===== src/rtl/adc_buf_pkg.sv =====
// Shared constants, FSM state type and skid entry layout for the ADC buffer readout.
package adc_buf_pkg;

    localparam int unsigned ADDR_BITS   = 13;
    localparam int unsigned DATA_W      = 32;
    localparam int unsigned ADDR_SPAN   = 4096;
    localparam int unsigned OFFSET_BITS = 12;
    localparam int unsigned CNT_BITS    = 13;

    localparam logic [ADDR_BITS-1:0] ADDR_START = 13'h800;
    localparam logic [ADDR_BITS-1:0] ADDR_END   = ADDR_START + ADDR_BITS'(ADDR_SPAN - 1);

    typedef enum logic [1:0] {
        IDLE  = 2'd0,
        READ  = 2'd1,
        DRAIN = 2'd2
    } rd_state_t;

    typedef struct packed {
        logic              last;
        logic [DATA_W-1:0] data;
    } skid_entry_t;

endpackage


===== src/rtl/adc_rd_skid.sv =====
// Two-entry FIFO that absorbs BRAM read data while the sink stalls.
module adc_rd_skid
    import adc_buf_pkg::*;
(
    input  logic              clk,
    input  logic              rst_n,
    input  logic              push,
    input  logic              push_last,
    input  logic [DATA_W-1:0] push_data,
    input  logic              pop,
    output logic              head_last,
    output logic [DATA_W-1:0] head_data,
    output logic              full,
    output logic              empty,
    output logic [1:0]        count
);

    skid_entry_t mem [2];
    logic        wr_ptr;
    logic        rd_ptr;
    logic [1:0]  count_q;

    // Storage, pointers and occupancy; pop is only issued by the owner when non-empty.
    always_ff @(posedge clk or negedge rst_n) begin
        if (!rst_n) begin
            mem[0]  <= '0;
            mem[1]  <= '0;
            wr_ptr  <= 1'b0;
            rd_ptr  <= 1'b0;
            count_q <= 2'd0;
        end else begin
            if (push) begin
                mem[wr_ptr] <= '{last: push_last, data: push_data};
                wr_ptr      <= ~wr_ptr;
            end
            if (pop) begin
                rd_ptr <= ~rd_ptr;
            end
            count_q <= count_q + {1'b0, push} - {1'b0, pop};
        end
    end

    assign head_last = mem[rd_ptr].last;
    assign head_data = mem[rd_ptr].data;
    assign count     = count_q;
    assign full      = (count_q == 2'd2);
    assign empty     = (count_q == 2'd0);

endmodule


===== src/rtl/adc_buf_reader.sv =====
// Streams the captured ADC buffer out of BRAM, starting at a software offset.
module adc_buf_reader
    import adc_buf_pkg::*;
(
    input  logic                   sys_clk,
    input  logic                   sys_rst_n,
    input  logic                   cap_done_i,
    input  logic                   csr_rd_start_i,
    input  logic [OFFSET_BITS-1:0] csr_rd_offset_i,
    output logic                   csr_rd_busy_o,
    output logic                   csr_rd_done_o,
    output logic                   csr_rd_err_o,
    output logic                   mem_re_o,
    output logic [ADDR_BITS-1:0]   mem_addr_o,
    input  logic [DATA_W-1:0]      mem_data_i,
    output logic                   m_valid_o,
    input  logic                   m_ready_i,
    output logic [DATA_W-1:0]      m_data_o,
    output logic                   m_last_o
);

    rd_state_t             state_q;
    rd_state_t             state_d;
    logic [ADDR_BITS-1:0]  addr_q;
    logic [CNT_BITS-1:0]   issue_cnt_q;
    logic                  re_d_q;
    logic                  done_q;
    logic                  err_q;
    logic                  mem_re_c;

    logic                  skid_full;
    logic                  skid_empty;
    logic [1:0]            skid_count;
    logic                  head_last;
    logic [DATA_W-1:0]     head_data;
    logic                  pop;
    logic [2:0]            occ_after;
    logic                  issue_ok;

    // Occupancy after this cycle's pop plus the read whose data lands this cycle;
    // counting the pop keeps full throughput with the 2-entry skid.
    assign pop       = !skid_empty && m_ready_i;
    assign occ_after = 3'(skid_count) - 3'(pop) + 3'(re_d_q);
    assign issue_ok  = (occ_after < 3'd2) && !(skid_full && !pop);

    // FSM state register.
    always_ff @(posedge sys_clk or negedge sys_rst_n) begin
        if (!sys_rst_n) begin
            state_q <= IDLE;
        end else begin
            state_q <= state_d;
        end
    end

    // Next state and read-issue decision.
    always_comb begin
        state_d  = state_q;
        mem_re_c = 1'b0;
        unique case (state_q)
            IDLE: begin
                if (csr_rd_start_i && cap_done_i) begin
                    state_d = READ;
                end
            end
            READ: begin
                if (issue_ok && (issue_cnt_q < CNT_BITS'(ADDR_SPAN))) begin
                    mem_re_c = 1'b1;
                end
                if (mem_re_c && (issue_cnt_q == CNT_BITS'(ADDR_SPAN - 1))) begin
                    state_d = DRAIN;
                end
            end
            DRAIN: begin
                if (pop && head_last) begin
                    state_d = IDLE;
                end
            end
            default: state_d = IDLE;
        endcase
    end

    // Address walk with wrap, issue counter, read pipeline tag and sticky status.
    always_ff @(posedge sys_clk or negedge sys_rst_n) begin
        if (!sys_rst_n) begin
            addr_q      <= ADDR_START;
            issue_cnt_q <= '0;
            re_d_q      <= 1'b0;
            done_q      <= 1'b0;
            err_q       <= 1'b0;
        end else begin
            re_d_q <= mem_re_c;
            if ((state_q == IDLE) && csr_rd_start_i) begin
                done_q <= 1'b0;
                if (cap_done_i) begin
                    addr_q      <= ADDR_START + ADDR_BITS'(csr_rd_offset_i);
                    issue_cnt_q <= '0;
                    err_q       <= 1'b0;
                end else begin
                    err_q <= 1'b1;
                end
            end
            if (mem_re_c) begin
                addr_q      <= (addr_q == ADDR_END) ? ADDR_START : addr_q + ADDR_BITS'(1);
                issue_cnt_q <= issue_cnt_q + CNT_BITS'(1);
            end
            if ((state_q == DRAIN) && pop && head_last) begin
                done_q <= 1'b1;
            end
        end
    end

    // Read data arrives one cycle after issue; the final issued read carries last.
    adc_rd_skid u_skid (
        .clk       (sys_clk),
        .rst_n     (sys_rst_n),
        .push      (re_d_q),
        .push_last (issue_cnt_q == CNT_BITS'(ADDR_SPAN)),
        .push_data (mem_data_i),
        .pop       (pop),
        .head_last (head_last),
        .head_data (head_data),
        .full      (skid_full),
        .empty     (skid_empty),
        .count     (skid_count)
    );

    assign csr_rd_busy_o = (state_q != IDLE);
    assign csr_rd_done_o = done_q;
    assign csr_rd_err_o  = err_q;
    assign mem_re_o      = mem_re_c;
    assign mem_addr_o    = addr_q;
    assign m_valid_o     = !skid_empty;
    assign m_data_o      = head_data;
    assign m_last_o      = head_last;

endmodule

===== config.mk =====
export PLATFORM = sky130hd
export DESIGN_NAME = adc_buf_reader
export DESIGN_NICKNAME = d
export VERILOG_FILES = /design/src/rtl/adc_buf_pkg.sv /design/src/rtl/adc_rd_skid.sv /design/src/rtl/adc_buf_reader.sv
export SDC_FILE = /design/constraint.sdc
export NUM_CORES = 1
export LEC_CHECK = 0
export ABC_CLOCK_PERIOD_IN_PS = 2860
export BUFFER_PORTS_ARGS = -buffer_cell sky130_fd_sc_hd__buf_2
export CAP_MARGIN = 10
export CELL_PAD_IN_SITES_DETAIL_PLACEMENT = 0
export CELL_PAD_IN_SITES_GLOBAL_PLACEMENT = 1
export CORE_MARGIN = 2
export CORE_UTILIZATION = 44
export DETAILED_ROUTE_END_ITERATION = 8
export GPL_TIMING_DRIVEN = 0
export HOLD_SLACK_MARGIN = 0.1
export PLACE_DENSITY = 0.84
export SLEW_MARGIN = 5
export SYNTH_ARGS = -nofsm -noshare
export SYNTH_HDL_FRONTEND = slang
export SYNTH_SLANG_ARGS = --single-unit

===== constraint.sdc =====
create_clock -name sys_clk -period 2.86 [get_ports sys_clk]
set_input_delay 0.143 -clock sys_clk [delete_from_list [all_inputs] [get_ports sys_clk]]
set_output_delay 0.143 -clock sys_clk [all_outputs]
set_load 0.02 [all_outputs]

Word-level counts from Yosys, hierarchy flattened
Index checks and enable logic that the tools add are counted.
Storage, ports and cells
  flip-flop bits (word level): 101
  bits of input ports: 49
  output and inout port bits: 51
  logic and storage cells: 83
Cells by class
  add/subtract/negate cells: 7
  $lt $le $gt $ge: 5
  equal/unequal tests: 9
  muxes and demuxes: 23
  bitwise gates (word level): 4
  reductions and logical operators: 22
Operators with widths (count)
  33-bit two-way mux: 4
  13-bit two-way mux: 7
  66-bit bitwise mux: 1
  33-bit demux with 1-bit select: 1
  13-bit by 1-bit adder with 13-bit output (second input constant): 2
  13-bit == test (second input constant): 2
  12-bit by 12-bit adder with 13-bit output (first input constant): 1
  13-bit by 12-bit == test with 1-bit output (second input constant): 1
  13-bit < comparator (second input constant): 1
  1-bit logical AND: 11
  2-bit nonzero test: 4
  1-bit two-way mux: 6
  2-bit two-way mux: 3
  2-bit inequality test (second input constant): 3
  2-bit one-hot mux with 3 select lines: 1
  2-bit == test (second input constant): 2
  2-bit greater-or-equal comparator (second input constant): 2
  2-bit zero test: 2
  1-bit NOT with 2-bit output: 2
  3-bit by 1-bit adder with 3-bit output: 1
  1-bit zero test: 3
  3-bit by 2-bit < comparator with 1-bit output (second input constant): 1
  3-bit AND reduction: 1
  2-bit by 1-bit subtractor with 3-bit output: 1
  other kinds (6): 7

Longest topological paths before layout
Gate-level depths: netlist of the first run.
  word-level depth: 13
  depth in mapped cells: 12
  depth with buffers taken out: 11

Hierarchy
Synthesis of the first run repeated with hierarchy kept, for this count alone.
Unflattened totals
  cell total of the unflattened synthesis: 392
  area, all modules: 5084.9 um^2
By module, submodules not included
  adc_rd_skid: instances 1, cells each 192, area an instance 3196.8 um^2, seq. area each 1751.7 um^2
  adc_buf_reader: instances 1, cells each 200, area an instance 1888.1 um^2, seq. area each 777.0 um^2

Worst setup path before layout of the first run
Ideal clock, no wire load.
  path kind: flip-flop to flip-flop
  start point: register u_skid.count_q[1], in the netlist u_skid.count[1]
  end point: register issue_cnt_q[7]
  setup time: 0.134 ns
  arrival time: 2.210 ns
  data required time: 2.726 ns
  path slack: 0.516 ns
  cell stages (with the launch flop): 10
  buffers on the path: 1
  period minus slack after synthesis: 2.344 ns
  cell sequence: dfrtp_1 -> nand3_1 -> o21ai_0 -> ha_1 -> fa_1 -> nor3_4 -> nand2_4 -> buf_6 -> o311ai_4 -> o41ai_2
Between the ends
  longest elaborated chain between the ends: 13
  elaborated cells between the ends (all ways): 19
  those cells by class: add/sub (2); order compare (1); eq/ne (1); mux (4); reduce/logical (11)
RTL lines
  start: declaration: line adc_rd_skid.sv:21  | logic [1:0] count_q;
  start signal: assignment: line adc_rd_skid.sv:39  | count_q <= count_q + {1'b0, push} - {1'b0, pop};
  2-bit zero test: line adc_rd_skid.sv:47  | assign empty = (count_q == 2'd0);
  1-bit zero test: line adc_buf_reader.sv:42  | assign pop = !skid_empty && m_ready_i;
  1-bit logical AND: line adc_buf_reader.sv:42
  2-bit by 1-bit subtractor with 3-bit output *: line adc_buf_reader.sv:43  | assign occ_after = 3'(skid_count) - 3'(pop) + 3'(re_d_q);
  3-bit by 1-bit adder with 3-bit output *: line adc_buf_reader.sv:43
  via occ_after[1]: line adc_buf_reader.sv:37  | logic [2:0] occ_after;
  3-bit by 2-bit < comparator with 1-bit output *: line adc_buf_reader.sv:44  | assign issue_ok = (occ_after < 3'd2) && !(skid_full && !pop);
  1-bit logical AND *: line adc_buf_reader.sv:44
  1-bit logical AND *: line adc_buf_reader.sv:66  | if (issue_ok && (issue_cnt_q < CNT_BITS'(ADDR_SPAN))) begin
  1-bit two-way mux *: line adc_buf_reader.sv:66
  1-bit two-way mux * (2 in a row): line adc_buf_reader.sv:59  | unique case (state_q)
  2-bit nonzero test (no line)
  2-bit AND reduction (no line)
  end signal: assignment: line adc_buf_reader.sv:104  | issue_cnt_q <= issue_cnt_q + CNT_BITS'(1);
  end: declaration: line adc_buf_reader.sv:25  | logic [CNT_BITS-1:0] issue_cnt_q;
The timed path passes the listed nets; every way through them passes the cells marked *. The select of a mux whose other input is x is not followed.
A chain may end at the register's enable or synchronous reset.

Worst setup path after layout of the first run
  start point: register u_skid.count_q[0], in the netlist u_skid.count[0]
  end point: output mem_re_o
Between the ends
  longest elaborated chain between the ends: 11
  elaborated cells between the ends (all ways): 15
  those cells by class: add/sub (2); order compare (1); eq/ne (1); mux (3); reduce/logical (8)
RTL lines
  2-bit zero test: line adc_rd_skid.sv:47
  1-bit zero test: line adc_buf_reader.sv:42
  1-bit logical AND: line adc_buf_reader.sv:42
  2-bit by 1-bit subtractor with 3-bit output / 1-bit zero test (equally long branches): line adc_buf_reader.sv:43, adc_buf_reader.sv:44
  3-bit by 1-bit adder with 3-bit output / 1-bit logical AND (equally long branches): line adc_buf_reader.sv:43, adc_buf_reader.sv:44
  3-bit by 2-bit < comparator with 1-bit output / 1-bit zero test (equally long branches): line adc_buf_reader.sv:44
  1-bit logical AND *: line adc_buf_reader.sv:44
  1-bit logical AND *: line adc_buf_reader.sv:66
  1-bit two-way mux *: line adc_buf_reader.sv:66
  1-bit two-way mux * (2 in a row): line adc_buf_reader.sv:59
  end: declaration: line adc_buf_reader.sv:13  | output logic mem_re_o,
Every way passes the cells marked *; elsewhere a longest branch is shown, timed or not. The select of a mux whose other input is x is not followed.

==> impl_results.md, run 1 <==
- # rows: 38
- H-Tree Depth: 3
- Power per cell area: 1010 mW/mm2
- Die Width: ~110 um
- DRC errors left: 0
- Number of synthesized register bits: 101
- Routed Antenna Nets: 0
- Vias: approximately 3.7k
- Final setup TNS: 0 ps
- Layout cell share with drive strength beyond 1: 0.449
- Area grow syn2layout: 29.6%
- Post-synth EDFFs: 0
- Sink Count: 101
- Critical Path, Cell by Cell: inv_1, nand3_2, o21ai_1, ha_1, fa_1, nand2b_2, o21ai_4, nand2_4, inv_6, buf_8, buf_4
- Fin crit share: 0.950
- Main area contributors after synthesis: dfrtp_1 (52%), mux2_2 (23%), o21ai_0 (1.9%)
- Diodes inserted: 0
- CTS tree: done
- Initial Utilization: 0.449
- Critical path buffers and inverters: 4
- Crit path launch type: flop
- Pre-antenna DRT Iters: 4
- Crit Path Max Fanout: 11
- Die ar.: 0.0118 mm2
- Worst skew pair latency: 360 ps
- Yosys top cell by area: dfrtp_1
- Pin count of the biggest net entering global routing: 61
- Core footprint: 0.0107 mm2
- Finish-stage setup viols: 0
- Final-stage net count: around 600
- Status: completed
- # IOs: 100
- Setup Skew: 13.0 ps
- Total grt overflow: 0
- WP data arrival: 2570 ps
- Slew margin rel.: 0.581
- Crit path largest cell delay: approximately 390 ps
- Post-Syn Nets: between 400 and 500
- Final Max Tran Viols: 0
- FFs w/ async S/R, synth: 1.00
- Vias in the first global route: 3628
- Initial antenna violation count: 0
- Gate Count Post-Synth: 384
- Prevailing post-synth register cell: dfrtp_1
- Routability cong.: 0.866
- Routed WL: between 10000 and 15000 um
- CP Capture Type: output pin
- Root buffer cell: clkbuf_8
- Max Clk Rate: 368 MHz
- GRT Total Usage: 0.186
- Worst Max-Slew Pin Slew: 628 ps
- Fin crit period: 2720 ps
- Leakage: 2.86 nW
- Die Height: between 100 and 150 um
- CP top delay family: adder cells
- Clk slew on worst S/H paths: 100 ps
- Syn Std Cell Area: 0.00482 mm2
- Sequential fraction of the synthesis area: 0.524
- Top cells by count, synth: dfrtp_1 (100), mux2_2 (97), nand2_1 (24)
- Required @ worst endpoint: 2720 ps
- Filler Cells Inserted: 900
- Hold Vio Cnt, Final: 0
- Synth cell types: 64
- Total CTS buffers: 9
- First-pass GRT wire length: 17300 um
- Number of max-cap violations: 0
- Critical path class: reg -> out
- WL per Instance: 15.5 um
- DRT iter0 DRCs: 163
- Yosys Warn Count: 0
- Max clock buf depth: 2
- Count leader, synth: dfrtp_1
- Via-per-instance ratio: between 5 and 6
- Hold Path Class: in -> reg
- CP max-delay cell: dfrtp_1
- DP HPWL: 7360 um
- Yosys top cell area share: 0.519
- Fin util: 0.582
- Synth Area per Inst: ~13 um2
- Number of port buffers: slightly below 100
- Worst vdd ir: 0.534 mV
-- state kept, by name, indices dropped and copies added, names as in the netlist --
signal and cells:
u_skid.mem 66, issue_cnt_q 13, mem_addr_o 13, state_q 2
u_skid.count 2, csr_rd_done_o 1, csr_rd_err_o 1, re_d_q 1
u_skid.rd_ptr 1, u_skid.wr_ptr 1
-- repair_timing --
item	CTS	global route
setup buffers	1	3
hold buffers	48	0
pin swaps	1	2
gates resized for setup	2	6
endpoints found under the hold margin	120	0
endpoints found under the setup margin	1	1
-- power by group --
part	internal [mW]	total [mW]	leakage, nW	switching, mW
Clock	0.356	0.879	0.0954	0.523
Sequential	1.98	2.29	1.25	0.312
Combinational	1.48	3.12	1.52	1.64
Total	3.82	6.30	2.86	2.48
-- cells in the final DEF (no fill, tap or decap), types with 3 or more instances in the layout --
cell type        n
buf_4            6
nand3_1         11
o21ai_0         17
o21ai_1          3
nor2b_1          3
a221o_1          3
a21oi_1          4
a211oi_1         3
and3_1           9
ha_1             4
clkbuf_8        11
dfrtp_1        100
clkbuf_1         3
nand2_1         24
and4_1           3
inv_1            8
inv_6            3
nand4_1          7
mux2_2          97
buf_2          105
dlygate4sd3_1   48
mux2i_1          6
nor2_1          10
nor3_1           6
-- cells by family (layout without fill, tap and decap cells) --
logic type	after synthesis	in the layout	share of synthesized area
XOR/XNOR	3	3	0.00545
flip-flops	101	101	0.524
adder cells (fa/ha/maj)	5	5	0.0145
multiplexers	103	103	0.239
AO/OA/AOI/OAI	52	52	0.0778
buffers and inverters	25	193	0.0267
AND/OR/NAND/NOR	95	95	0.112
-- worst min-delay path, delay by kind of cell --
kind | cells | cell delay (ps)
AND/OR/NAND/NOR | 1 | 40
AO/OA/AOI/OAI | 2 | 270
buffers and inverters | 1 | 80
-- area by class of cell --
class                   count  area [um2]  share of cell area
plain buffers              16        98.8              0.0158
clock buffers              10         138              0.0220
clock inverters             6        53.8             0.00861
inverters                   9        38.8             0.00620
multi-input cells         258        2180               0.349
flip-flops and latches    101        2530               0.405
well taps                 140         175              0.0280
repair buffers            152        1040               0.166
-- layer usage --
metal	share of wire	up-vias	track usage
met5	0	-	0
met4	0.014	0	0.0650
met3	0.047	13	0.0269
met2	0.48	92	0.316
met1	0.46	1821	0.244
li1	-	1731	-
-- metrics by stage --
step	instances	cell area, um2	setup slack, ps	hold WS, ps	total power [mW]
final	692	6250	142	199	6.30
after global routing	692	6250	-16.8	197	6.72
after CTS	689	6210	0.125	176	6.27
after detailed placement	624	5520	293	170	5.29
after global placement	623	5490	356	353	5.18
after floorplan	384	4820	516	-153	4.43
-- path summary, 6_finish.rpt --
| check | slack, ps | cells after the start | startpoint | end |
|---|---|---|---|---|
| setup / recovery | 140 | 11 | u_skid.count[0]$_DFF_PN0_ | mem_re_o |
| hold / removal | 200 | 4 | csr_rd_offset_i[7] | mem_addr_o[7]$_DFFE_PN0P_ |
| setup reg to reg | 350 | 11 | u_skid.count[0]$_DFF_PN0_ | mem_addr_o[12]$_DFFE_PN0P_ |
| hold reg to reg | 490 | 2 | u_skid.mem[32]$_DFFE_PN0P_ | u_skid.mem[32]$_DFFE_PN0P_ |
| max in group asynchronous | 1840 | 3 | sys_rst_n | mem_addr_o[11]$_DFFE_PN1P_ |
| min in group asynchronous | 290 | 2 | sys_rst_n | u_skid.mem[48]$_DFFE_PN0P_ |
(Power assumes the default switching activity.)
==> run 2: changes to the inputs <==
GPL_TIMING_DRIVEN = 1   (was 0)
==> impl_results.md, run 2 (same netlist as run 1, synthesis figures left out) <==
- CP max-delay cell: dlygate4sd3_1
- DRT iter0 DRCs: 165 (+1.2%)
- Setup Skew: 15.7 ps (+2.68 ps)
- Routability cong.: 0.799 (-7.7%)
- Die ar.: 0.0118 mm2 (unchanged)
- Non-Filler Instances: 679 (-1.9%)
- DP HPWL: 7050 um (-4.2%)
- Slew margin rel.: 0.564 (-0.0176)
- Max clock buf depth: 2 (unchanged)
- Number of port buffers: 99 (unchanged)
- CP Capture Type: output pin
- Area grow syn2layout: 27.8%
- Power per cell area: 996 mW/mm2 (-1.1%)
- WP data arrival: 2560 ps (about the same)
- Critical Path, Cell by Cell: dlygate4sd3_1, buf_2, nand3_1, o21ai_0, ha_1, fa_1, nand2b_1, o21ai_4, nand2_4, inv_6, buf_2
- First-pass GRT wire length: 17300 um (about the same)
- Diodes inserted: 0 (unchanged)
- Max Clk Rate: 370 MHz (+0.45%)
- Vias in the first global route: 3608 (-0.55%)
- Sink Count: 101 (unchanged)
- GRT Total Usage: 0.184 (-0.00150)
- Status: completed
- Routed WL: 10600 um (-1.5%)
- Fin crit period: 2710 ps (-12.2 ps)
- # rows: 38 (unchanged)
- Final Max Tran Viols: 0 (unchanged)
- DP Worst Slack: 269 ps (-23.9 ps)
- Hold Worst Slack: 121 ps (-78.5 ps)
- Hold Path Class: in -> reg
- DRC errors left: 0 (unchanged)
- Via-per-instance ratio: 5.28 (about the same)
- Most frequent cells in the layout: dfrtp_1 (100), buf_2 (98), mux2_2 (97)
- Core footprint: 0.0107 mm2 (unchanged)
- CP top delay family: buffers and inverters
- Final-stage net count: 588 (-2.2%)
- Critical path buffers and inverters: 4 (unchanged)
- Final setup TNS: 0 ps (unchanged)
- Worst vdd ir: 0.514 mV (-3.8%)
- Die Height: 109 um (unchanged)
- Pin count of the biggest net entering global routing: 102 (+67%)
- Routed Antenna Nets: 0 (unchanged)
- CP dominant cell by count: buf_2
- Final Cell Area: 0.00616 mm2 (-1.4%)
- Required @ worst endpoint: 2720 ps (about the same)
- Finish-stage setup viols: 0 (unchanged)
- Crit path largest cell delay: 530 ps (+140 ps)
- Pre-antenna DRT Iters: 4 (unchanged)
- Commonest non-fill, non-tap cell in the layout: dfrtp_1
- Fin crit share: 0.946 (-0.00426)
- Critical path class: in -> out
- Leakage: 2.81 nW (-1.8%)
- Vias: 3585 (-2.0%)
- Largest register FFs: 66 (unchanged)
- WL per Instance: 15.5 um (+0.37%)
- Cells after DPL: 614 (-1.6%)
- Crit Path Max Fanout: 15 (+4)
- Placed cell area: 0.00549 mm2 (-0.68%)
- # IOs: 100 (unchanged)
- Total grt overflow: 0 (unchanged)
- CTS tree: done
- Hold Vio Cnt, Final: 0 (unchanged)
- Crit path launch type: input pin
- Clk slew on worst S/H paths: 90 ps (about the same)
- Number of max-cap violations: 0 (unchanged)
- Worst Max-Slew Pin Slew: 653 ps (+24.8 ps)
- Initial antenna violation count: 0 (unchanged)
- Final setup margin: 154 ps (+12.2 ps)
- Worst skew pair latency: 360 ps (about the same)
- Initial Utilization: 0.449 (unchanged)
- Root buffer cell: clkbuf_8
- Filler Cells Inserted: 924 (+2.7%)
- Total CTS buffers: 9 (unchanged)
- H-Tree Depth: 3 (unchanged)
- Die Width: 109 um (unchanged)
- Layout cell share with drive strength beyond 1: 0.443 (-0.00586)
- Largest reg by FF count: u_skid.mem
-- run 2: final timing paths --
path,startpoint,endpoint,slack (ps),depth (start not counted)
hold reg to reg,u_skid.rd_ptr$_DFFE_PN0P_,u_skid.rd_ptr$_DFFE_PN0P_,510,1
setup / recovery,m_ready_i,mem_re_o,150,11
max in group asynchronous,sys_rst_n,mem_addr_o[11]$_DFFE_PN1P_,2070,3
min in group asynchronous,sys_rst_n,u_skid.mem[14]$_DFFE_PN0P_,370,3
setup reg to reg,u_skid.count[1]$_DFF_PN0_,issue_cnt_q[7]$_DFFE_PN0P_,300,10
hold / removal,csr_rd_offset_i[9],mem_addr_o[9]$_DFFE_PN0P_,120,4
-- run 2: final cells by class --
type	instances	area [um2]	area share
timing repair buffer	155	1060	0.172
inverter	9	38.8	0.00629
multi-input combinational	258	2180	0.354
clock buffer	10	128	0.0207
tap	140	175	0.0284
sequential	101	2530	0.410
clock inverter	6	51.3	0.00832
-- run 2: where the power goes --
part	switching, mW	total [mW]	internal, mW
clock	0.506	0.838	0.331
combinational	1.57	3.00	1.42
sequential	0.321	2.30	1.98
total	2.40	6.14	3.74
-- run 2: per-layer routing --
layer	part of all wire	routed length [um]	GRT usage
met1	0.44	4670	0.242
met4	0.0099	104	0.0513
met2	0.50	5260	0.313
met3	0.050	525	0.0359
met5	0	0	0
-- run 2: tightest hold or removal path: cells and delay by family --
kind	cells	cell delay [ps]
AO/OA/AOI/OAI	2	170
buffers and inverters	1	80
AND/OR/NAND/NOR	1	40
-- run 2: what timing repair did --
| item | CTS | global route |
|---|---|---|
| hold endpoints to repair | 178 | 0 |
| buffers inserted | 0 | 2 |
| gates resized for setup | 1 | 2 |
| pin swaps | 0 | 1 |
| hold buffers | 47 | 0 |
| setup endpoints to repair | 1 | 1 |
-- run 2: metrics by stage --
stage / utilization / power, mW
after floorplan: - / 4.43
after global routing: 0.573 / 6.56
after detailed placement: 0.510 / 5.24
after CTS: 0.571 / 6.15
after global placement: 0.510 / 5.14
final: 0.573 / 6.14
==> run 3: changes to the inputs <==
ABC_CLOCK_PERIOD_IN_PS = 3500   (was 2860)
CORE_UTILIZATION = 47   (was 44)
PLACE_DENSITY = 0.89   (was 0.84)
clock period = 3.5 ns   (was 2.86 ns; I/O delays follow)
==> impl_results.md, run 3 (same netlist as run 1, synthesis figures left out) <==
- Crit path largest cell delay: 540 ps (about the same)
- Hold Path Class: in -> reg
- Die ar.: 0.0111 mm2 (-6.1%)
- Initial Utilization: 0.489 (+0.0401)
- Core footprint: 0.00986 mm2 (-8.2%)
- CP dominant cell by count: buf_2
- Routability cong.: 0.757 (-5.3%)
- DRT iter0 DRCs: 145 (-12%)
- Fin crit period: between 3000 and 4000 ps
- Initial antenna violation count: 0 (unchanged)
- DP HPWL: 7010 um (-0.56%)
- Share of total power in the clock network: 0.152 (+0.015)
- Most frequent cells in the layout: dfrtp_1 (100), buf_2 (98), mux2_2 (97)
- Pre-antenna DRT Iters: 4 (unchanged)
- Layout cell share with drive strength beyond 1: 0.439 (-0.00439)
- Critical path class: in -> out
- Via-per-instance ratio: 5.35 (+1.4%)
- Power per cell area: 829 mW/mm2 (-17%)
- Hold Buf Count CTS: 46 (-2.1%)
- Hold Vio Cnt, Final: 0 (unchanged)
- Finish-stage setup viols: 0 (unchanged)
- Internal power: 3.08 mW (-18%)
- GRT Total Usage: 0.195 (+0.0101)
- Clk slew on worst S/H paths: 100 ps (about the same)
- CP max-delay cell: dlygate4sd3_1
- Vias: 3564 (-0.59%)
- Largest register FFs: 66 (unchanged)
- Max clock buf depth: 2 (unchanged)
- # IOs: 100 (unchanged)
- Final-stage net count: 582 (-1.0%)
- WL per Instance: 15.9 um (+2.6%)
- Post-CTS setup buffers: 0 (unchanged)
- Fin crit share: 0.880
- CTS resizes: 0 (-1)
- Worst skew pair latency: 360 ps (about the same)
- Switch share: 0.391 (-0.000464)
- Routed Antenna Nets: 0 (unchanged)
- Routed WL: 10600 um (+0.59%)
- # rows: 36 (-5.3%)
- Critical Path, Cell by Cell: dlygate4sd3_1, buf_2, nand3_1, o21ai_0, ha_1, fa_1, nor3_4, nand2_4, inv_2, buf_2
- Final setup TNS: 0 ps (unchanged)
- Sink Count: 101 (unchanged)
- Commonest non-fill, non-tap cell in the layout: dfrtp_1
- Total CTS buffers: 9 (unchanged)
- Number of port buffers: 99 (unchanged)
- Number of max-cap violations: 0 (unchanged)
- Crit Path Max Fanout: 18 (+3)
- Hold Worst Slack: 127 ps (+5.98 ps)
- Worst Max-Slew Pin Slew: 1030 ps (+378 ps)
- Max Clk Rate: approximately 320 MHz
- Final Max Tran Viols: 0 (unchanged)
- Die Height: 105 um (-3.1%)
- DRC errors left: 0 (unchanged)
- Largest reg by FF count: u_skid.mem
- H-Tree Depth: 3 (unchanged)
- CP Capture Type: output pin
- Leakage: 2.78 nW (-0.85%)
- Crit path launch type: input pin
- First-pass GRT wire length: 17500 um (+1.1%)
- Filler Cells Inserted: 791 (-14%)
- Final Cell Area: 0.00610 mm2 (-1.1%)
- Critical path buffers and inverters: 4 (unchanged)
- Vias in the first global route: 3543 (-1.8%)
- Status: completed
- Switching pwr: 1.97 mW (-18%)
- Required @ worst endpoint: 3320 ps (+600 ps)
- Comb pwr share: 0.467 (-0.022)
- WP data arrival: 2900 ps (+340 ps)
- Placed cell area: 0.00543 mm2 (-1.0%)
- Die Width: 105 um (-3.1%)
- Sequential share of power: 0.382 (+0.007)
- Worst vdd ir: 0.346 mV (-33%)
- RSZ-0062 raised after global routing: no
- CP top delay family: buffers and inverters
- Pin count of the biggest net entering global routing: 73 (-28%)
- Root buffer cell: clkbuf_8
- Setup Skew: 15.9 ps (+0.244 ps)
- Diodes inserted: 0 (unchanged)
- CTS tree: done
- Total grt overflow: 0 (unchanged)
- Slew margin rel.: 0.313 (-0.251)
- Area grow syn2layout: 26.4%
-- run 3: cell types whose count changed in the layout (fill, tap and decap cells not counted), sizes merged --
cell / change
inv: -1
bufinv: +1
clkinvlp: -1
dlygate4sd3: -1
buf: -5
clkinv: +1
-- run 3: stage by stage --
step                      total power [mW]   util  worst slack (ps)  std cells
after detailed placement              4.27  0.550               767        604
after CTS                             5.08  0.618               402        666
after global placement                4.18  0.550               861        604
after global routing                  5.37  0.618               296        666
after floorplan                       3.62      -              1160        384
final                                 5.05  0.618               421        666
-- run 3: path summary, 6_finish.rpt --
kind                                             from                    endpoint  slack, ps  cells after the start
min reg2reg                u_skid.mem[32]$_DFFE_PN0P_  u_skid.mem[32]$_DFFE_PN0P_        490                      2
max                                         m_ready_i                    mem_re_o        420                     10
min in group asynchronous                   sys_rst_n  u_skid.mem[21]$_DFFE_PN0P_        490                      2
max reg2reg                 u_skid.count[1]$_DFF_PN0_  issue_cnt_q[9]$_DFFE_PN0P_        750                      9
min                                csr_rd_offset_i[9]   mem_addr_o[9]$_DFFE_PN0P_        130                      4
max in group asynchronous                   sys_rst_n  u_skid.mem[56]$_DFFE_PN0P_       2050                      3
-- run 3: power by group through the flow --
| stage | sequential [mW] | combinational [mW] | clock [mW] |
|---|---|---|---|
| after detailed placement | 1.95 | 2.32 | 0 |
| after global placement | 1.91 | 2.27 | 0 |
| final | 1.93 | 2.36 | 0.766 |
| after CTS | 1.92 | 2.38 | 0.784 |
| after floorplan | 1.84 | 1.78 | 0 |
| after global routing | 1.98 | 2.55 | 0.841 |
-- run 3: worst reg2reg max path, cell delays in order, from the launching register on --
cell and delay, ps:
dfrtp_1 420, nand3_1 130, o21ai_0 110, ha_1 210, fa_1 530, nor3_4 330, nand2_4 200, inv_2 310
and4_1 260, mux2i_1 180
-- run 3: routing by layer --
metal | vias to the layer above | GRT usage | part of all wire
met1 | 1770 | 0.268 | 0.46
met5 | - | 0 | 0
met3 | 11 | 0.0247 | 0.038
met4 | 0 | 0.0648 | 0.013
li1 | 1691 | - | -
met2 | 92 | 0.319 | 0.49
-- run 3: cell type report --
class	count	area (um2)	area share
Timing Repair Buffer	149	988	0.162
Multi-Input combinational cell	258	2170	0.356
Clock inverter	6	78.8	0.0129
Inverter	9	33.8	0.00554
Sequential cell	101	2530	0.415
Tap cell	133	166	0.0273
Clock buffer	10	128	0.0209
